===== src/rtl/uart_rx_fifo.sv =====
// uart_rx_fifo: first-word-fall-through receive FIFO for a UART receiver.
// Symbols arrive as single-cycle strobes; the consumer pops with a valid/ready handshake.
// A strobe that meets a full FIFO with no pop in the same cycle is dropped and sets
// a sticky overflow flag.
// Optional feature: define UART_RX_FIFO_LEVEL_EN to add the level_o occupancy output.
module uart_rx_fifo #(
    parameter int MSG_BITS   = 8,
    parameter int DEPTH_LOG2 = 4
) (
    input  logic                clk,
    input  logic                rst,
    input  logic [MSG_BITS-1:0] symbol_i,
    input  logic                newSymbol_i,
    output logic [MSG_BITS-1:0] data_o,
    output logic                valid_o,
    input  logic                ready_i,
    output logic                overflow_o,
    input  logic                clearOverflow_i,
    output logic                full_o
`ifdef UART_RX_FIFO_LEVEL_EN
    ,
    output logic [DEPTH_LOG2:0] level_o
`endif
);

    localparam int DEPTH = 1 << DEPTH_LOG2;

    logic [MSG_BITS-1:0] r_mem [0:DEPTH-1];
    logic [DEPTH_LOG2:0] r_wptr;
    logic [DEPTH_LOG2:0] r_rptr;
    logic                r_overflow;

    logic                w_empty;
    logic                w_full;
    logic                w_pop;
    logic                w_push;
    logic                w_drop;

    // The extra pointer MSB separates "same slot, empty" from "same slot, full".
    assign w_empty = (r_wptr == r_rptr);
    assign w_full  = (r_wptr[DEPTH_LOG2-1:0] == r_rptr[DEPTH_LOG2-1:0]) &&
                     (r_wptr[DEPTH_LOG2] != r_rptr[DEPTH_LOG2]);

    // A pop frees a slot in the same cycle, so a write into a full FIFO is still accepted.
    assign w_pop  = !w_empty && ready_i;
    assign w_push = newSymbol_i && (!w_full || w_pop);
    assign w_drop = newSymbol_i && w_full && !w_pop;

    // Outputs come straight from the pointers, so an asynchronous reset clears them at once.
    assign valid_o    = !w_empty;
    assign full_o     = w_full;
    assign overflow_o = r_overflow;
    assign data_o     = w_empty ? '0 : r_mem[r_rptr[DEPTH_LOG2-1:0]];

`ifdef UART_RX_FIFO_LEVEL_EN
    assign level_o = r_wptr - r_rptr;
`endif

    // Storage array; contents are left unreset because data_o is masked while empty.
    always_ff @(posedge clk) begin
        if (w_push) begin
            r_mem[r_wptr[DEPTH_LOG2-1:0]] <= symbol_i;
        end
    end

    // Write and read pointers, wrapping modulo 2^(DEPTH_LOG2+1).
    always_ff @(posedge clk or posedge rst) begin
        if (rst) begin
            r_wptr <= '0;
            r_rptr <= '0;
        end else begin
            if (w_push) begin
                r_wptr <= r_wptr + 1'b1;
            end
            if (w_pop) begin
                r_rptr <= r_rptr + 1'b1;
            end
        end
    end

    // Sticky overflow flag; a new drop takes priority over a clear in the same cycle.
    always_ff @(posedge clk or posedge rst) begin
        if (rst) begin
            r_overflow <= 1'b0;
        end else if (w_drop) begin
            r_overflow <= 1'b1;
        end else if (clearOverflow_i) begin
            r_overflow <= 1'b0;
        end
    end

endmodule


===== config.mk =====
export PLATFORM = sky130hd
export DESIGN_NAME = uart_rx_fifo
export DESIGN_NICKNAME = d
export VERILOG_FILES = /design/src/rtl/uart_rx_fifo.sv
export SDC_FILE = /design/constraint.sdc
export NUM_CORES = 1
export LEC_CHECK = 0
export BUFFER_PORTS_ARGS = -buffer_cell sky130_fd_sc_hd__buf_2
export CAP_MARGIN = 10
export CELL_PAD_IN_SITES_DETAIL_PLACEMENT = 1
export CELL_PAD_IN_SITES_GLOBAL_PLACEMENT = 2
export CORE_ASPECT_RATIO = 0.6
export CORE_MARGIN = 1
export CORE_UTILIZATION = 45
export CTS_CLUSTER_DIAMETER = 120
export CTS_CLUSTER_SIZE = 28
export DETAILED_ROUTE_END_ITERATION = 10
export PLACE_DENSITY_LB_ADDON = 0.1
export SLEW_MARGIN = 40
export SYNTH_ARGS = -nofsm -noshare
export SYNTH_HDL_FRONTEND = slang
export SYNTH_SLANG_ARGS = --single-unit

===== constraint.sdc =====
create_clock -name clk -period 2.2 [get_ports clk]
set_input_delay 0.22 -clock clk [delete_from_list [all_inputs] [get_ports clk]]
set_output_delay 0.22 -clock clk [all_outputs]
set_load 0.02 [all_outputs]

==> qor.yml, run 1 <==
run_status:
  run_status: "complete, but fails checks"
  violations: "negative setup slack"
clock_tree:
  clkSlewWorstSetupHoldPaths_ns: 0.05
  tritoncts: "done"
  clockBufferDepth: 2
  cts-root-buf: "clkbuf_16"
  ctsHtreeMaxLevel: 4
  numClockSinks: 139
  cts_made_buffers: 17
  insertion_delay_ns: 0.42
setup_path:
  max_stage_delay_ns: 0.52
  reg2reg_setup_slack_ns: 0.14
  r2r-end: "r_mem[9][1]"
  cp.required_ns: 1.98
  rr_worst_depth: 5
  arrival_ns: 2.17
  crit_family: "multiplexers"
  path_buf_inv: 3
  r2r_start: "r_rptr[0]"
  worstPathMaxFanout: 7
  path_cells: "buf_12 > buf_16 > mux4_2 > a22oi_2 > a21oi_2 > buf_6"
  cp-end-kind: "output pin"
  critPathKind: "reg2out"
  slowest_stage: "mux4_2"
  start_kind: "register"
drt:
  vias_per_cell: 5.56
  wl_per_cell_um: 25.3
  first_pass_iters: 5
  drc: 0
  drt_iter0_drc: 234
  antenna_left: 0
  wirelength_um: 13000
  routed-via-count: 2869
sta:
  finalCritPeriodShare_pct: 109
  hold_viol_final: 0
  layout_min_cycle_time_ns: 2.39
  worst_pin_slew_ns: 0.604
  rsz0062_at_grt: "yes"
  finalSetupTns_ns: -1.19
  drv_slew: 0
  fin_ws_ns: -0.191
  fin_worst_skew_ns: 0.00842
  finalSetupViolCount: 9
  fmax_mhz: 418
  relSlewSlack_pct: 59.6
yosys:
  yosysWarnings: 0
  ys.flop_type: "edfxtp_1"
  synth_sequential_area_ratio_pct: 73.1
  ys_top_cells_by_count: "edfxtp_1 (128), mux4_2 (32), a22oi_1 (16), and3_1 (12), dfrtp_1 (11)"
  synth.area.top_cells: "edfxtp_1 (68%), mux4_2 (13%), dfrtp_1 (4.9%)"
  ys_async_sr_fraction_pct: 7.91
  synth_most_common_cell: "edfxtp_1"
  synthDominantCellAreaShare_pct: 68.2
  syn_nets: 294
  synth_edf_count: 128
  synth-seq-cells: 139
  synth_area_leader_cell: "edfxtp_1"
  ys_types: 31
  syn_inst: 276
  syn-cell-area_mm2: 0.00563
  synth_area_per_cell_um2: 20.4
worst_hold_path:
  hold_path.class: "in2reg"
  holdPathEnd: "overflow_o"
  holdPathStages: 3
  worstHoldStart: "clearOverflow_i"
die:
  core_mm2: 0.0121
  die_y_um: 88.7
  start_util_pct: 46.4
  die_x_um: 146
  ios: 24
  dieArea_mm2: 0.0130
  num_rows: 31
power_and_ir_drop:
  cellLeakagePower_nw: 2.37
  p_per_area_mw_per_mm2: 1450
  ir_drop_v: 0.000817
global_routing:
  antenna_found_initial: 1
  grt_usage_pct: 22.4
  grt_max_degree: 36
  grt-ovfl-total: 0
  grt_pass1_vias: 3043
  grt_pass1_wl_um: 19800
finish:
  multi_input_area_mm2: 0.00153
  nets: 355
  fillers: 1050
  utilization_pct: 57.0
  regArea_mm2: 0.00412
  area_delta_synth_final_pct: 22.8
  drive_above_1_share_pct: 47.4
placement:
  place_ws_ns: 0.104
  io_buffers: 23
  gp_congestion: 0.748
  dp_hpwl_um: 8330
run:
  maxCapViolations: 0
[area by class of cell]
class,count,area share [%]
inverter,6,0.325
multi-input combinational,115,22.1
clock buffer,19,6.26
timing repair buffer,58,7.54
clock inverter,13,1.19
tap,165,2.98
antenna,1,0.0362
sequential,139,59.5
[power breakdown]
| group | leakage (nW) | internal, mW | switching, mW |
|---|---|---|---|
| Clock | 0.248 | 1.42 | 1.08 |
| Sequential | 1.29 | 3.23 | 0.190 |
| Combinational | 0.830 | 2.01 | 2.11 |
[sequential cells by signal, summed over array words and instances (netlist names)]
signal,count
r_mem,128
overflow_o,1
r_wptr,5
r_rptr,5
[logic make-up after synthesis]
group / count (synthesis) / share of synthesized area [%]
DFF: 139 / 73.1
and+or+nand+nor: 34 / 3.66
muxes: 33 / 13.0
AOI/OAI and AO/OA: 29 / 3.82
buffers and inverters: 22 / 2.26
xor gates and xnor gates: 14 / 3.04
adders and majority gates: 5 / 1.11
[through the flow]
step	instances	power, mW	hold WS [ns]	area [um2]
2_1_floorplan	276	5.61	0.0724	5630
3_3_place_gp	471	6.74	0.243	6060
3_5_place_dp	471	6.79	0.246	6070
4_1_cts	513	10.0	0.0799	6850
5_1_grt	515	10.5	0.106	6920
6_report	516	10.0	0.0871	6920
[metal layers]
metal | track usage, % | part of all wire [%]
met5 | 0 | 0
met4 | 8.33 | 1.1
met3 | 4.79 | 5.2
met2 | 31.2 | 44
met1 | 34.6 | 50
[what timing repair did]
action | 4_1_cts | 5_1_grt
buffers inserted | 7 | 3
cloned | 2 | 0
resized for setup | 30 | 23
endpoints found under the setup margin | 9 | 24
pin swaps | 8 | 4
hold buffers | 1 | 0
hold endpoints to repair | 11 | 0
[cells in the final DEF (no fill, tap or decap), types with 5 or more instances in the layout]
| master | count |
|---|---|
| xor2_1 | 5 |
| nor2_1 | 5 |
| buf_12 | 6 |
| a22oi_2 | 15 |
| clkbuf_16 | 17 |
| buf_6 | 9 |
| and3_2 | 12 |
| ha_1 | 5 |
| buf_2 | 18 |
| clkinv_2 | 7 |
| a21oi_2 | 7 |
| edfxtp_1 | 128 |
| inv_1 | 6 |
| mux4_2 | 32 |
| buf_4 | 23 |
| dfrtp_1 | 10 |
[how the worst max path moves through the flow]
stage | startpoint | to | slack [ns] | cells after the start
after global routing | r_rptr[0] | data_o[5] | -0.28 | 6
after floorplan | r_wptr[2] | r_mem[3][0] | 0.30 | 5
after detailed placement | r_rptr[0] | data_o[5] | 0.10 | 5
final | r_rptr[0] | data_o[5] | -0.19 | 6
after CTS | r_rptr[0] | data_o[5] | -0.24 | 6
after global placement | r_rptr[0] | data_o[5] | 0.13 | 5
[worst reg2reg max path: cells and delay by family, from the launching register on]
kind / cells / cell delay [ns]
flip-flops: 1 / 0.49
AND/OR/NAND/NOR: 2 / 0.54
AO/OA/AOI/OAI: 1 / 0.37
buffers and inverters: 1 / 0.19
XOR/XNOR: 1 / 0.14
No activity file was read; power rests on OpenSTA's default activity.
==> run 2, diff against run 1 <==
CORE_MARGIN = default   (was 1)
CORE_UTILIZATION = 48   (was 45)
==> run 2 against run 1 <==
Against the previous run: the flow still finishes with violations (negative setup slack); setup slack improved by 0.043 ns; non-clock buffer count rose by 8; core utilization up 5.8 points; critical path depth unchanged; count of clock-buffer cells in the layout is 2 lower; power is 6.8% higher; register-to-register slack lost 0.12 ns; global-route usage increased by 3.2 points; sequential share of layout area down 1.9 points; worst hold slack better by 0.0011 ns; final area increased by 3.3%; critical endpoint is now data_o[3]; largest cell class unchanged; highest routed layer unchanged.
==> qor.yml, run 2 (synthesis gave the netlist of run 1 again) <==
finish:
  area_delta_synth_final_pct: 26.8  # was 22.8%
  drive_above_1_share_pct: 48.3  # was 47.4%
  regArea_mm2: 0.00412  # unchanged
  fillers: 965  # was 1050
  multi_input_area_mm2: 0.00154  # was 0.00153 mm2
  nets: 363  # was 355
  largest_reg_flops: 128  # unchanged
  final_common_cell: "edfxtp_1"  # unchanged
  n_antenna_cell: 0  # was 1
  final_cell_mix: "edfxtp_1 (128), mux4_2 (32), buf_4 (27), clkbuf_16 (18), buf_2 (15)"  # was edfxtp_1 (128), mux4_2 (32), buf_4 (23), buf_2 (18), clkbuf_16 (17)
sta:
  fin_ws_ns: -0.148  # was -0.191 ns
  fmax_mhz: 426  # was 418 MHz
  rsz0062_at_grt: "yes"  # unchanged
  layout_min_cycle_time_ns: 2.35  # was 2.39 ns
  hold_viol_final: 0  # unchanged
  finalCritPeriodShare_pct: 107  # was 109%
  fin_worst_skew_ns: 0.0125  # was 0.00842 ns
  drv_slew: 0  # unchanged
  relSlewSlack_pct: 65.6  # was 59.6%
  worst_pin_slew_ns: 0.514  # was 0.604 ns
  holdWs_ns: 0.0882  # was 0.0871 ns
  finalSetupViolCount: 9  # unchanged
clock_tree:
  insertion_delay_ns: 0.43  # was 0.42 ns
  cts-root-buf: "clkbuf_16"  # unchanged
  tritoncts: "done"  # unchanged
  clkSlewWorstSetupHoldPaths_ns: 0.06  # was 0.05 ns
  numClockSinks: 139  # unchanged
  cts_made_buffers: 17  # unchanged
  ctsHtreeMaxLevel: 4  # unchanged
  clockBufferDepth: 2  # unchanged
setup_path:
  arrival_ns: 2.13  # was 2.17 ns
  r2r_start: "r_rptr[0]"  # unchanged
  path_cells: "buf_6 > buf_12 > mux4_2 > a22oi_2 > a21oi_2 > buf_4"  # was buf_12 > buf_16 > mux4_2 > a22oi_2 > a21oi_2 > buf_6
  crit_family: "multiplexers"  # unchanged
  start_kind: "register"  # unchanged
  path_buf_inv: 3  # unchanged
  max_stage_delay_ns: 0.57  # was 0.52 ns
  startpoint: "r_rptr[0]"  # unchanged
  cp.required_ns: 1.98  # about the same
  worstPathMaxFanout: 5  # was 7
  slowest_stage: "mux4_2"  # unchanged
  critPathKind: "reg2out"  # unchanged
  cp-end-kind: "output pin"  # unchanged
power_and_ir_drop:
  p_clk_share_pct: 28.0  # was 24.9%
  power_switching_mw: 3.56  # was 3.37 mW
  power_frac_seq_pct: 31.9  # was 34.1%
  comb_power_share_pct: 40.1  # was 41.0%
  internal_power_mw: 7.15  # was 6.66 mW
  total_power_mw: 10.7  # was 10.0 mW
  cellLeakagePower_nw: 2.48  # was 2.37 nW
  p_per_area_mw_per_mm2: 1500  # was 1450 mW/mm2
  sw_frac_of_total_pct: 33.3  # was 33.6%
  ir_drop_v: 0.000658  # was 0.000817 V
global_routing:
  grt_max_degree: 36  # unchanged
  grt_usage_pct: 25.6  # was 22.4%
  grt_pass1_vias: 3039  # was 3043
  grt_pass1_wl_um: 20800  # was 19800 um
  antenna_found_initial: 0  # was 1
  grt-ovfl-total: 0  # unchanged
drt:
  first_pass_iters: 4  # was 5
  antenna_left: 0  # unchanged
  wl_per_cell_um: 27.3  # was 25.3 um
  drc: 0  # unchanged
  routed-via-count: 2932  # was 2869
  vias_per_cell: 5.66  # was 5.56
  wirelength_um: 14200  # was 13000 um
  drt_iter0_drc: 278  # was 234
worst_hold_path:
  hold_path.class: "in2reg"  # unchanged
  worstHoldStart: "clearOverflow_i"  # unchanged
die:
  core_mm2: 0.0114  # was 0.0121 mm2
  dieArea_mm2: 0.0122  # was 0.0130 mm2
  num_rows: 30  # was 31
  die_y_um: 85.9  # was 88.7 um
  start_util_pct: 49.5  # was 46.4%
  ios: 24  # unchanged
  die_x_um: 142  # was 146 um
placement:
  gp_congestion: 0.732  # was 0.748
  dp_hpwl_um: 8410  # was 8330 um
  io_buffers: 23  # unchanged
run_status:
  run_status: "complete, but fails checks"  # unchanged
  violations: "negative setup slack"  # unchanged
run:
  maxCapViolations: 0  # unchanged
==> run 2: cell type report <==
cell class	instances	area share, %
Multi-Input combinational cell	115	21.5
Inverter	6	0.315
Timing Repair Buffer	66	9.11
Tap cell	160	2.80
Sequential cell	139	57.7
Clock inverter	15	2.63
Clock buffer	17	5.95
==> run 2: power by group through the flow <==
| stage | sequential [mW] | clock (mW) | combinational [mW] |
|---|---|---|---|
| after detailed placement | 3.46 | 0 | 3.24 |
| after global routing | 3.45 | 3.13 | 4.56 |
| after global placement | 3.44 | 0 | 3.19 |
| after CTS | 3.41 | 3.02 | 4.08 |
| after floorplan | 3.39 | 0 | 2.22 |
| final | 3.41 | 3.01 | 4.30 |
==> run 2: final timing paths <==
check | end | slack [ns] | cells past startpoint
max | data_o[3] | -0.15 | 6
min in group asynchronous | r_wptr[4] | 0.34 | 3
min | overflow_o | 0.09 | 3
max reg2reg | r_mem[3][2] | 0.02 | 10
min reg2reg | overflow_o | 0.49 | 1
max in group asynchronous | r_rptr[0] | 1.53 | 3
==> run 2: worst reg2reg max path, stage by stage (launching register included) <==
cell	delay, ns
dfrtp_2	0.45
buf_6	0.14
buf_6	0.12
xnor2_4	0.19
nand4_4	0.13
buf_6	0.15
o311ai_4	0.29
buf_4	0.18
buf_6	0.11
nor3_4	0.05
buf_12	0.14
==> run 2: timing repair <==
item,in CTS,in global routing
resized for setup,45,26
hold endpoints to repair,11,0
hold buffers,1,0
endpoints found under the setup margin,8,42
pin swaps,8,13
buffers inserted,12,6
gates cloned,3,1
==> run 2: layer usage <==
metal | vias up | GRT usage, % | routed length, um
met4 | 0 | 7.43 | 71
li1 | 1261 | - | -
met5 | - | 0 | 0
met2 | 114 | 35.6 | 6290
met1 | 1551 | 39.3 | 6510
met3 | 6 | 7.31 | 1290
==> run 2: through the flow <==
step           instances  setup WS, ns  cell area, um2  utilization (%)  setup TNS, ns
3_5_place_dp         466         0.121            6060             53.3              0
5_1_grt              518        -0.226            7150             62.8          -1.84
6_report             518        -0.148            7150             62.8          -1.07
4_1_cts              514        -0.170            7040             61.9          -1.43
3_3_place_gp         466         0.100            6060             53.2              0
2_1_floorplan        276         0.301            5630                -              0
